[src/rtl/inject_fifo_ni.sv]
// Injection buffer between a non-stallable flit source and a router local port.
// Circular FIFO with first-word-fall-through output, plus accept/drop statistics.
module inject_fifo_ni #(
    parameter int WIDTH = 20,
    parameter int DEPTH = 8,
    parameter int AW    = 3,
    parameter int CNT_W = 8
) (
    input  logic             clk,
    input  logic             rst,
    input  logic [WIDTH-1:0] in_data,
    input  logic             in_valid,
    output logic [WIDTH-1:0] out_data,
    output logic             out_valid,
    input  logic             out_ready,
    output logic [AW:0]      fifo_count,
    output logic             full,
    output logic             empty,
    output logic [CNT_W-1:0] accept_cnt,
    output logic [CNT_W-1:0] drop_cnt,
    output logic             overflow
);

    localparam logic [AW:0]      FULL_COUNT = (AW+1)'(DEPTH);
    localparam logic [CNT_W-1:0] CNT_MAX    = {CNT_W{1'b1}};

    logic [WIDTH-1:0] mem [DEPTH];
    logic [AW-1:0]    wr_ptr;
    logic [AW-1:0]    rd_ptr;
    logic [AW:0]      count_q;
    logic             pop;
    logic             push_ok;
    logic             drop;

    assign full       = (count_q == FULL_COUNT);
    assign empty      = (count_q == '0);
    assign fifo_count = count_q;
    assign out_valid  = !empty;
    assign out_data   = mem[rd_ptr];

    // A push into a full FIFO is legal when the head leaves in the same cycle.
    assign pop     = out_valid & out_ready;
    assign push_ok = in_valid & (!full | pop);
    assign drop    = in_valid & !push_ok;

    always_ff @(posedge clk) begin
        if (push_ok) begin
            mem[wr_ptr] <= in_data;
        end
    end

    always_ff @(posedge clk or posedge rst) begin
        if (rst) begin
            wr_ptr  <= '0;
            rd_ptr  <= '0;
            count_q <= '0;
        end else begin
            if (push_ok) begin
                wr_ptr <= wr_ptr + 1'b1;
            end
            if (pop) begin
                rd_ptr <= rd_ptr + 1'b1;
            end
            if (push_ok && !pop) begin
                count_q <= count_q + 1'b1;
            end else if (pop && !push_ok) begin
                count_q <= count_q - 1'b1;
            end
        end
    end

    always_ff @(posedge clk or posedge rst) begin
        if (rst) begin
            accept_cnt <= '0;
            drop_cnt   <= '0;
            overflow   <= 1'b0;
        end else begin
            if (push_ok && accept_cnt != CNT_MAX) begin
                accept_cnt <= accept_cnt + 1'b1;
            end
            if (drop && drop_cnt != CNT_MAX) begin
                drop_cnt <= drop_cnt + 1'b1;
            end
            if (drop) begin
                overflow <= 1'b1;
            end
        end
    end

endmodule

[config.mk]
export PLATFORM = sky130hd
export DESIGN_NAME = inject_fifo_ni
export DESIGN_NICKNAME = d
export VERILOG_FILES = /design/src/rtl/inject_fifo_ni.sv
export SDC_FILE = /design/constraint.sdc
export NUM_CORES = 1
export LEC_CHECK = 0
export ABC_AREA = 1
export ABC_CLOCK_PERIOD_IN_PS = 2850
export BUFFER_PORTS_ARGS = -buffer_cell sky130_fd_sc_hd__clkbuf_2
export CAP_MARGIN = 10
export CORE_AREA = 2 2 137 139
export DETAILED_ROUTE_END_ITERATION = 10
export DIE_AREA = 0 0 139 141
export PLACE_DENSITY_LB_ADDON = 0.25
export SYNTH_ARGS = -nofsm -noshare
export SYNTH_HDL_FRONTEND = slang
export SYNTH_SLANG_ARGS = --single-unit
[constraint.sdc]
create_clock -name clk -period 2.85 [get_ports clk]
set_clock_uncertainty 0.2 [all_clocks]
set_input_delay 0.1425 -clock clk [delete_from_list [all_inputs] [get_ports clk]]
set_output_delay 0.1425 -clock clk [all_outputs]
set_load 0.01 [all_outputs]
* Word level (Yosys, flattened, before mapping)
Memories as Yosys holds them, arrays and structs flattened.
Index checks and enable logic that the tools add are counted.
Widths: inputs -> output; s select.
** Storage, ports and cells
- Bits in registers :: 27
- RAM bits :: 160
- Memories kept :: 1
- Memory bits (read-only) :: 0
- Latch bits :: 0
- Input bits :: 24
- Logic and storage cells :: 34
** Operators by class
- $add $sub $neg :: 6
- Muxes and demuxes :: 4
- Divide/modulo/power cells :: 0
- $lt $le $gt $ge :: 0
- Shifts and indexed selects :: 0
- Multiply operators :: 0
- Reductions and logical operators :: 10
- Bitwise gates (word level) :: 4
- Equality and inequality tests :: 3
** Memories
- mem :: depth 8, bits a word 20, rd ports 1, clocked after Yosys merged registers in 0, write ports 1, line 27 : logic [WIDTH-1:0] mem [DEPTH];
** Operators by type and width (number)
- $add 8x1->8 const B :: 2
- $ne 8x8->1 const B :: 2
- $mux 4 :: 2
- $add 3x1->3 const B :: 2
- $add 4x1->4 const B :: 1
- $eq 4x4->1 const B :: 1
- $logic_and 1x1->1 :: 4
- $logic_not 1->1 :: 4
- $logic_not 4->1 :: 1
- $sub 4x1->4 const B :: 1
- $and 1x1->1 :: 3
- $mux 1 :: 2
- $reduce_bool 2->1 :: 1
- $or 1x1->1 :: 1

* Longest topological paths before layout
Gate-level depths: netlist of the first run.
- Depth after elaboration :: 9
- Gate-level depth with buffers :: 15
- Depth with buffers taken out :: 15

* Worst setup path before layout of the first run
Ideal clock, no wire load.
- Path type :: register to register
- From :: reg count_q[1], in the netlist fifo_count[1]
- To :: mem mem[0][0], enable pin
- Arrival :: 1804 ps
- Cell stages (with the launch flop) :: 7
- Buffers on the path :: 0
- Clock period less this slack :: 2401 ps
- Required time :: 2253 ps
- Slack :: 449 ps
- Cell sequence :: dfrtp_1 > nor2_4 > nand3_4 > nand2_4 > inv_4 > nand2_2 > nor2_1
** Between the ends
- Word-level cells in the longest chain between the ends :: 7
- Elaborated cells on any way between the ends :: 9
- Classes of those cells :: eq/ne: 1; mux: 2; bitwise: 3; reduce/logical: 3
** Ends and longest elaborated chain
- from (decl) :: line 30 : logic [AW:0] count_q;
- from (signal assigned) :: line 65 : count_q <= count_q + 1'b1;
- from (signal assigned) :: line 67 : count_q <= count_q - 1'b1;
- $logic_not 4->1 :: line 36 : assign empty = (count_q == '0);
- $logic_not 1->1 :: line 38 : assign out_valid = !empty;
- $and 1x1->1 :: line 42 : assign pop = out_valid & out_ready;
- $or 1x1->1 (*) :: line 43 : assign push_ok = in_valid & (!full | pop);
- $and 1x1->1 (*) :: line 43
- named net push_ok :: line 32 : logic push_ok;
- $mux 1 (*) :: line 47 : if (push_ok) begin
- $mux 1 (implied by the code) (*) :: line 48 : mem[wr_ptr] <= in_data;
- to (decl) :: line 27
The timed path passes the listed nets; every way through them passes the cells marked *.

* Worst setup path after layout of the first run
- From :: reg count_q[0], in the netlist fifo_count[0]
- To :: reg count_q[3], in the netlist fifo_count[3]
** Between the ends
- Word-level cells in the longest chain between the ends :: 8
- Elaborated cells on any way between the ends :: 16
- Classes of those cells :: add/sub: 2; eq/ne: 1; mux: 2; bitwise: 3; reduce/logical: 8
** Ends and longest elaborated chain
- $logic_not 4->1 :: line 36
- $logic_not 1->1 :: line 38
- $and 1x1->1 :: line 42
- $or 1x1->1 (*) :: line 43
- $and 1x1->1 (*) :: line 43
- named net push_ok :: line 32
- $logic_not 1->1 :: line 66 : end else if (pop && !push_ok) begin
- $logic_and 1x1->1 :: line 66
- $reduce_bool 2->1 (no line)
The timed path passes the listed nets; every way through them passes the cells marked *. The select of a mux whose other input is x is not followed.
A chain may end at the register's enable or synchronous reset.

==> results of run 1 <==
## worst max path at each step
stage	start	to	slack (ns)	depth (start not counted)
final	fifo_count[0]	fifo_count[3]	0.43	12
after global routing	fifo_count[0]	fifo_count[3]	0.27	12
after CTS	rd_ptr[1]	out_data[2]	0.41	8
after detailed placement	fifo_count[1]	fifo_count[3]	0.42	12
after global placement	fifo_count[1]	fifo_count[3]	0.48	12
after floorplan	fifo_count[1]	mem[0][0]	0.45	6
## worst max-delay path, cell delays in order (launching register included)
cell,delay (ns)
sky130_fd_sc_hd__dfrtp_1,0.49
sky130_fd_sc_hd__nor2_4,0.18
sky130_fd_sc_hd__nand3_4,0.13
sky130_fd_sc_hd__nand2_4,0.12
sky130_fd_sc_hd__inv_4,0.06
sky130_fd_sc_hd__ha_1,0.19
sky130_fd_sc_hd__inv_1,0.14
sky130_fd_sc_hd__ha_1,0.27
sky130_fd_sc_hd__or2_2,0.31
sky130_fd_sc_hd__nand3_1,0.08
sky130_fd_sc_hd__nand2_1,0.05
sky130_fd_sc_hd__nand2_1,0.06
sky130_fd_sc_hd__nand2_1,0.05
## sequential cells by signal (all words and copies together), names as in the netlist
register,cells
wr_ptr,3
fifo_count,4
rd_ptr,3
accept_cnt,8
overflow,1
mem,160
drop_cnt,8
## cells in the mapped netlist, drive strengths merged
| library cell | n |
|---|---|
| nor4 | 1 |
| clkbuf | 7 |
| edfxtp | 160 |
| nand3 | 11 |
| xor2 | 4 |
| buf | 23 |
| dfrtp | 27 |
| fa | 1 |
| ha | 7 |
| or2 | 2 |
| nand3b | 2 |
| a21oi | 1 |
| nand2 | 205 |
| inv | 29 |
| o21ai | 86 |
| nand4 | 3 |
| xnor2 | 5 |
| nor2 | 190 |
## where the power goes
group	switching [W]	internal, W
clock network	0.000957	0.00155
logic	0.00224	0.00117
registers	0.000216	0.00339
## kinds of logic after synthesis
| family | Yosys count | share of synthesized area (%) |
|---|---|---|
| adder cells (fa/ha/maj) | 8 | 1.33 |
| buffers and inverters | 59 | 3.54 |
| AO/OA/AOI/OAI | 87 | 5.40 |
| XOR/XNOR | 9 | 0.978 |
| flip-flops | 187 | 68.0 |
| AND/OR/NAND/NOR | 414 | 20.8 |
## stage by stage
step | utilization [%] | instances | setup WS, ns | hold slack [ns] | instance area, um2
2_1_floorplan | - | 764 | 0.449 | -0.00478 | 8060
3_3_place_gp | 47.6 | 1052 | 0.483 | 0.0774 | 8690
3_5_place_dp | 47.6 | 1052 | 0.423 | 0.0723 | 8690
4_1_cts | 52.3 | 1107 | 0.407 | 0.166 | 9560
5_1_grt | 52.3 | 1107 | 0.268 | 0.218 | 9560
6_report | 52.3 | 1107 | 0.427 | 0.160 | 9560
## routing by layer
layer	part of all wire (%)	track usage (%)
met5	0	0
met1	45	24.1
met2	50	30.3
met3	4.6	3.43
met4	0.88	5.74
## layout make-up
cell class                 count  area [um2]  share of cell area, %
tap                          234         293                   3.06
multi-input combinational    518        2320                   24.3
timing repair buffer         107         718                   7.52
clock inverter                13         199                   2.08
sequential                   187        5480                   57.4
clock buffer                  19         433                   4.53
inverter                      29         114                   1.19
==> flow_summary.html, run 1 <==
<table>
<tr><th>Metric</th><th>Value</th></tr>
<tr><th colspan="2">STA</th></tr>
<tr><td>Relative slew slack</td><td>35.2%</td></tr>
<tr><td>Maximum clock frequency</td><td>between 400 and 500 MHz</td></tr>
<tr><td>Final Hold Fails</td><td>0</td></tr>
<tr><td>Final count of pins violating max slew</td><td>0</td></tr>
<tr><td>Worst-Margin Slew</td><td>0.971 ns</td></tr>
<tr><td>Final setup fails</td><td>0</td></tr>
<tr><td>Setup_tns</td><td>0 ns</td></tr>
<tr><td>Final cycle utilization of the critical path</td><td>85.0%</td></tr>
<tr><td>Final critical path time including I/O delays and setup</td><td>approximately 2.4 ns</td></tr>
<tr><td>Unrepaired setup endpoints after global routing</td><td>no</td></tr>
<tr><th colspan="2">Clock network</th></tr>
<tr><td>Setup bufs post-CTS</td><td>0</td></tr>
<tr><td>CTS root buffer</td><td>sky130_fd_sc_hd__clkbuf_16</td></tr>
<tr><td>Post_cts resized</td><td>0</td></tr>
<tr><td>CTS tree</td><td>yes</td></tr>
<tr><td>Clock Latency Late Sink</td><td>~0.42 ns</td></tr>
<tr><td>Hold buffer count at CTS</td><td>23</td></tr>
<tr><td>Cts bufs inserted</td><td>17</td></tr>
<tr><td>Worst-path clk slew</td><td>roughly 0.070 ns</td></tr>
<tr><td>TritonCTS sink count</td><td>about 190</td></tr>
<tr><td>Number of H-tree branching levels</td><td>4</td></tr>
<tr><td>Clock Tree Buf Depth</td><td>2</td></tr>
<tr><th colspan="2">Routing</th></tr>
<tr><td>Vias per cell</td><td>4.88</td></tr>
<tr><td>Number of DRC markers after the initial detailed-route iteration</td><td>359</td></tr>
<tr><td>Total via count in the routed design</td><td>5400</td></tr>
<tr><td>Detailed-route wire length per cell</td><td>15.4 um</td></tr>
<tr><td>Pre-antenna DRT Iters</td><td>4</td></tr>
<tr><td>DRC violations left</td><td>0</td></tr>
<tr><td>Final antenna-violating net count</td><td>0</td></tr>
<tr><td>Aggregate routed wire length</td><td>17000 um</td></tr>
<tr><th colspan="2">Critical path</th></tr>
<tr><td>WP data required</td><td>2.96 ns</td></tr>
<tr><td>Startpoint kind of the worst setup timing path</td><td>flop</td></tr>
<tr><td>Capture instance of the worst register-to-register path</td><td>fifo_count[3]</td></tr>
<tr><td>Worst reg2reg path startpoint</td><td>fifo_count[0]</td></tr>
<tr><td>Worst Setup End Kind</td><td>flop</td></tr>
<tr><td>Category of the critical setup timing path</td><td>reg -&gt; reg</td></tr>
<tr><td>Length in cells of the worst reg-to-reg path</td><td>12</td></tr>
<tr><td>Setup slack, reg-to-reg</td><td>roughly 0.43 ns</td></tr>
<tr><td>Crit path DAT</td><td>2.54 ns</td></tr>
<tr><td>Critical path peak fanout</td><td>6</td></tr>
<tr><th colspan="2">Floorplan</th></tr>
<tr><td>Die X-Extent</td><td>139 um</td></tr>
<tr><td>Number of rows created at floorplan</td><td>50</td></tr>
<tr><td>Std-Cell Core Area</td><td>between 15000 and 20000 um2</td></tr>
<tr><td>Floorplan die height</td><td>141 um</td></tr>
<tr><td>Count of pins on the block boundary</td><td>68</td></tr>
<tr><td>Initial cell density of the core</td><td>44.1%</td></tr>
<tr><td>Die area</td><td>around 20000 um2</td></tr>
<tr><th colspan="2">Finish</th></tr>
<tr><td>Post-synthesis to final-layout area growth</td><td>18.5%</td></tr>
<tr><td>Top library cells by usage in the layout, fill and taps aside</td><td>200 x sky130_fd_sc_hd__nand2_1, 176 x sky130_fd_sc_hd__nor2_1, 160 x sky130_fd_sc_hd__edfxtp_1</td></tr>
<tr><td>Filler cells</td><td>1619</td></tr>
<tr><td>Layout cells sized above 1</td><td>16.3%</td></tr>
<tr><td>Leading cell type in the layout, fill and taps excluded</td><td>sky130_fd_sc_hd__nand2_1</td></tr>
<tr><td>Net total in the final layout</td><td>892</td></tr>
<tr><td># diodes</td><td>0</td></tr>
<tr><th colspan="2">Placement</th></tr>
<tr><td>Final GP Congestion</td><td>~0.80</td></tr>
<tr><td>DP HPWL</td><td>9580 um</td></tr>
<tr><td>Buffers added on ports</td><td>67</td></tr>
<tr><th colspan="2">Global route</th></tr>
<tr><td>Total Routing Usage GR</td><td>18.1%</td></tr>
<tr><td>Antenna violations before repair</td><td>0</td></tr>
<tr><td>Largest net degree at the start of global routing</td><td>between 80 and 90</td></tr>
<tr><td>Vias in the first global route</td><td>just over 5000</td></tr>
<tr><td>Sum of overflow across all layers after global routing</td><td>0</td></tr>
<tr><td>Wire length of the first global-routing pass</td><td>27200 um</td></tr>
<tr><th colspan="2">Power and ir drop</th></tr>
<tr><td>Reported leakage power</td><td>approximately 3.9 nW</td></tr>
<tr><td>Final Power</td><td>0.00953 W</td></tr>
<tr><td>Maximum resistive drop on vdd</td><td>0.717 mV</td></tr>
<tr><td>Power per unit of standard cell area</td><td>997 nW/um2</td></tr>
<tr><th colspan="2">Status</th></tr>
<tr><td>Status</td><td>complete, no violations</td></tr>
<tr><th colspan="2">Synthesis</th></tr>
<tr><td>Netlist cell types</td><td>31</td></tr>
<tr><td>Register bit total from synthesis</td><td>roughly 190</td></tr>
<tr><td>Average cell area after synthesis</td><td>10.6 um2</td></tr>
<tr><td>Proportion of netlist area held by the largest area contributor</td><td>59.6%</td></tr>
<tr><td>Post-synth top area cell</td><td>sky130_fd_sc_hd__edfxtp_1</td></tr>
<tr><td>Synthesized netlist net count</td><td>796</td></tr>
<tr><td>Count of mapped cells out of synthesis</td><td>between 700 and 800</td></tr>
<tr><td>Yosys warns</td><td>0</td></tr>
<tr><td>Fraction of the yosys area taken by sequential cells</td><td>between 60% and 70%</td></tr>
<tr><td>Mapped Area</td><td>~8000 um2</td></tr>
<tr><td>Largest cells by area after synthesis</td><td>sky130_fd_sc_hd__edfxtp_1 60%, sky130_fd_sc_hd__nand2_1 9.3%, sky130_fd_sc_hd__nor2_1 8.6%</td></tr>
<tr><th colspan="2">Min path</th></tr>
<tr><td>Classification of the worst-slack hold path</td><td>in -&gt; async</td></tr>
<tr><th colspan="2">Run</th></tr>
<tr><td>Max-cap check violation count</td><td>0</td></tr>
</table>
Note: power is estimated with default switching activity, not from simulation.
==> inputs of run 2 (changes only) <==
--- a/config.mk
+++ b/config.mk
@@ -9,10 +9,14 @@
 export ABC_CLOCK_PERIOD_IN_PS = 2850
 export BUFFER_PORTS_ARGS = -buffer_cell sky130_fd_sc_hd__clkbuf_2
 export CAP_MARGIN = 10
+export CELL_PAD_IN_SITES_DETAIL_PLACEMENT = 0
+export CELL_PAD_IN_SITES_GLOBAL_PLACEMENT = 1
 export CORE_AREA = 2 2 137 139
 export DETAILED_ROUTE_END_ITERATION = 10
 export DIE_AREA = 0 0 139 141
 export PLACE_DENSITY_LB_ADDON = 0.25
+export REMOVE_ABC_BUFFERS = 1
+export SKIP_LAST_GASP = 1
 export SYNTH_ARGS = -nofsm -noshare
 export SYNTH_HDL_FRONTEND = slang
 export SYNTH_SLANG_ARGS = --single-unit
==> flow_summary.html, run 2 (synthesis results as in run 1) <==
<table>
<tr><th>Metric</th><th>Value</th></tr>
<tr><th colspan="2">Status</th></tr>
<tr><td>Status</td><td>complete, no violations</td></tr>
<tr><th colspan="2">Global route</th></tr>
<tr><td>Met1 Usage GRT</td><td>25.1%</td></tr>
<tr><td>Antenna violations before repair</td><td>0</td></tr>
<tr><td>Wire length of the first global-routing pass</td><td>28800 um</td></tr>
<tr><td>Vias in the first global route</td><td>5399</td></tr>
<tr><td>Most Used Layer, Global Route</td><td>met2</td></tr>
<tr><td>Total Routing Usage GR</td><td>19.1%</td></tr>
<tr><td>Sum of overflow across all layers after global routing</td><td>0</td></tr>
<tr><td>Met3 Usage GRT</td><td>between 3 and 4%</td></tr>
<tr><td>Fraction of met2 tracks used by global routing</td><td>around a third</td></tr>
<tr><td>Largest net degree at the start of global routing</td><td>43</td></tr>
<tr><th colspan="2">Finish</th></tr>
<tr><td># diodes</td><td>0</td></tr>
<tr><td>Net total in the final layout</td><td>899</td></tr>
<tr><td>Top reg by flops</td><td>mem</td></tr>
<tr><td>Multi-input gate area</td><td>2320 um2</td></tr>
<tr><td>Top library cells by usage in the layout, fill and taps aside</td><td>200 x sky130_fd_sc_hd__nand2_1, 176 x sky130_fd_sc_hd__nor2_1, 160 x sky130_fd_sc_hd__edfxtp_1</td></tr>
<tr><td>Post-synthesis to final-layout area growth</td><td>18.2%</td></tr>
<tr><td>Register area</td><td>~5500 um2</td></tr>
<tr><td>Largest register FFs</td><td>160</td></tr>
<tr><td>Layout cells sized above 1</td><td>17.2%</td></tr>
<tr><td>Largest registers</td><td>mem x160, accept_cnt x8, drop_cnt x8</td></tr>
<tr><td>Leading cell type in the layout, fill and taps excluded</td><td>sky130_fd_sc_hd__nand2_1</td></tr>
<tr><td>Filler cells</td><td>1644</td></tr>
<tr><th colspan="2">Power and ir drop</th></tr>
<tr><td>Power per unit of standard cell area</td><td>978 nW/um2</td></tr>
<tr><td>Reported leakage power</td><td>3.86 nW</td></tr>
<tr><td>Maximum resistive drop on vdd</td><td>0.613 mV</td></tr>
<tr><th colspan="2">Floorplan</th></tr>
<tr><td>Floorplan die height</td><td>~140 um</td></tr>
<tr><td>Number of rows created at floorplan</td><td>50</td></tr>
<tr><td>Count of pins on the block boundary</td><td>68</td></tr>
<tr><td>Std-Cell Core Area</td><td>18300 um2</td></tr>
<tr><td>Initial cell density of the core</td><td>44.1%</td></tr>
<tr><td>Die area</td><td>between 15000 and 20000 um2</td></tr>
<tr><td>Die X-Extent</td><td>between 100 and 150 um</td></tr>
<tr><th colspan="2">Placement</th></tr>
<tr><td>DP HPWL</td><td>approximately 11000 um</td></tr>
<tr><td>Final GP Congestion</td><td>0.830</td></tr>
<tr><td>Buffers added on ports</td><td>67</td></tr>
<tr><td>Post-Place Setup Slack</td><td>0.424 ns</td></tr>
<tr><th colspan="2">Critical path</th></tr>
<tr><td>Max incr delay on CP</td><td>around 0.67 ns</td></tr>
<tr><td>Category of the critical setup timing path</td><td>reg -&gt; out</td></tr>
<tr><td>Bufs and invs on worst path</td><td>2</td></tr>
<tr><td>Crit path DAT</td><td>2.13 ns</td></tr>
<tr><td>Cell occurring most often along the worst timing path</td><td>sky130_fd_sc_hd__nand2_1</td></tr>
<tr><td>Kind of cell with the highest combined delay on the critical path</td><td>flip-flops</td></tr>
<tr><td>Worst Setup End Kind</td><td>primary output</td></tr>
<tr><td>Cell-by-cell listing of the critical path</td><td>buf_4 -&gt; nor2_1 -&gt; nor2_1 -&gt; o21ai_0 -&gt; nand2_1 -&gt; nand2_1 -&gt; nand2_1 -&gt; clkbuf_2</td></tr>
<tr><td>Critical path peak fanout</td><td>22</td></tr>
<tr><td>Startpoint kind of the worst setup timing path</td><td>flop</td></tr>
<tr><td>WP data required</td><td>2.51 ns</td></tr>
<tr><td>Slowest stage cell on the critical path</td><td>sky130_fd_sc_hd__dfrtp_2</td></tr>
<tr><th colspan="2">Clock network</th></tr>
<tr><td>CTS tree</td><td>yes</td></tr>
<tr><td>Post_cts resized</td><td>0</td></tr>
<tr><td>TritonCTS sink count</td><td>187</td></tr>
<tr><td>Cts bufs inserted</td><td>17</td></tr>
<tr><td>Worst-path clk slew</td><td>0.07 ns</td></tr>
<tr><td>Setup bufs post-CTS</td><td>0</td></tr>
<tr><td>Number of H-tree branching levels</td><td>4</td></tr>
<tr><td>Clock Latency Late Sink</td><td>0.43 ns</td></tr>
<tr><td>Clock Tree Buf Depth</td><td>2</td></tr>
<tr><td>CTS root buffer</td><td>sky130_fd_sc_hd__clkbuf_16</td></tr>
<tr><th colspan="2">STA</th></tr>
<tr><td>Setup_tns</td><td>0 ns</td></tr>
<tr><td>Unrepaired setup endpoints after global routing</td><td>no</td></tr>
<tr><td>Final count of pins violating max slew</td><td>0</td></tr>
<tr><td>Relative slew slack</td><td>55.5%</td></tr>
<tr><td>Final setup fails</td><td>0</td></tr>
<tr><td>Final setup margin</td><td>0.373 ns</td></tr>
<tr><td>Final cycle utilization of the critical path</td><td>86.9%</td></tr>
<tr><td>Worst-Margin Slew</td><td>0.666 ns</td></tr>
<tr><td>Final critical path time including I/O delays and setup</td><td>2.48 ns</td></tr>
<tr><td>Maximum clock frequency</td><td>between 400 and 500 MHz</td></tr>
<tr><td>Final Hold Fails</td><td>0</td></tr>
<tr><td>Worst hold slack</td><td>about 0.1 ns</td></tr>
<tr><th colspan="2">Routing</th></tr>
<tr><td>Final antenna-violating net count</td><td>0</td></tr>
<tr><td>Pre-antenna DRT Iters</td><td>4</td></tr>
<tr><td>DRC violations left</td><td>0</td></tr>
<tr><td>Detailed-route wire length per cell</td><td>16.2 um</td></tr>
<tr><td>Vias per cell</td><td>4.98</td></tr>
<tr><td>Total via count in the routed design</td><td>5551</td></tr>
<tr><td>Number of DRC markers after the initial detailed-route iteration</td><td>429</td></tr>
<tr><td>Aggregate routed wire length</td><td>18100 um</td></tr>
<tr><th colspan="2">Min path</th></tr>
<tr><td>Classification of the worst-slack hold path</td><td>in -&gt; async</td></tr>
<tr><th colspan="2">Run</th></tr>
<tr><td>Max-cap check violation count</td><td>0</td></tr>
</table>
==> run 2: cell count changes in the layout (fill, tap and decap cells not counted) <==
cell	before	now
sky130_fd_sc_hd__clkinv_4	1	3
sky130_fd_sc_hd__bufinv_16	5	1
sky130_fd_sc_hd__clkbuf_1	2	1
sky130_fd_sc_hd__buf_4	15	22
sky130_fd_sc_hd__inv_6	0	3
sky130_fd_sc_hd__clkinv_2	2	4
sky130_fd_sc_hd__clkinvlp_4	3	2
sky130_fd_sc_hd__clkinv_1	2	1
==> run 2: timing repair <==
item,4_1_cts,5_1_grt
hold buffers,23,0
setup endpoints to repair,0,0
endpoints found under the hold margin,201,0
==> run 2: report_power, final <==
group / internal, W / switching, W
Sequential: 0.00339 / 0.000275
Clock: 0.00121 / 0.00102
Combinational: 0.00119 / 0.00223
==> run 2: final cells by class <==
type	count	share of cell area, %
clock buffer	18	4.50
tap	234	3.07
inverter	29	1.20
timing repair buffer	114	8.09
multi-input combinational	518	24.3
sequential	187	57.5
clock inverter	14	1.27
==> run 2: worst paths after layout <==
path / from / endpoint / slack (ns) / depth (start not counted)
worst max register to register: fifo_count[1] / fifo_count[3] / 0.43 / 12
min in group clk: overflow / overflow / 0.28 / 1
worst min-delay path: rst / accept_cnt[5] / 0.10 / 4
worst min register to register: overflow / overflow / 0.28 / 1
worst max-delay path: rd_ptr[0] / out_data[10] / 0.37 / 8
max in group asynchronous: rst / rd_ptr[0] / 2.06 / 4
==> run 2: worst register-to-register path, delay by kind of cell, from the launching register on <==
kind / cells / cell delay [ns]
and+or+nand+nor: 8 / 0.98
adders and majority gates: 2 / 0.46
buffers and inverters: 2 / 0.19
DFF: 1 / 0.48
==> run 2: metal layers <==
layer  part of all wire [%]  routed length (um)
met5                      0                   0
met4                    1.4                 253
met3                    4.2                 762
met2                     49                8880
met1                     45                8200
==> run 2: per-stage QoR <==
stage               cell area [um2]  power (W)  instances  utilization (%)
floorplan                      7890    0.00579        734                -
global placement               8750    0.00709       1059             47.9
detailed placement             8750    0.00715       1059             47.9
CTS                            9530    0.00940       1114             52.2
global route                   9530    0.00994       1114             52.2
finish                         9530    0.00931       1114             52.2
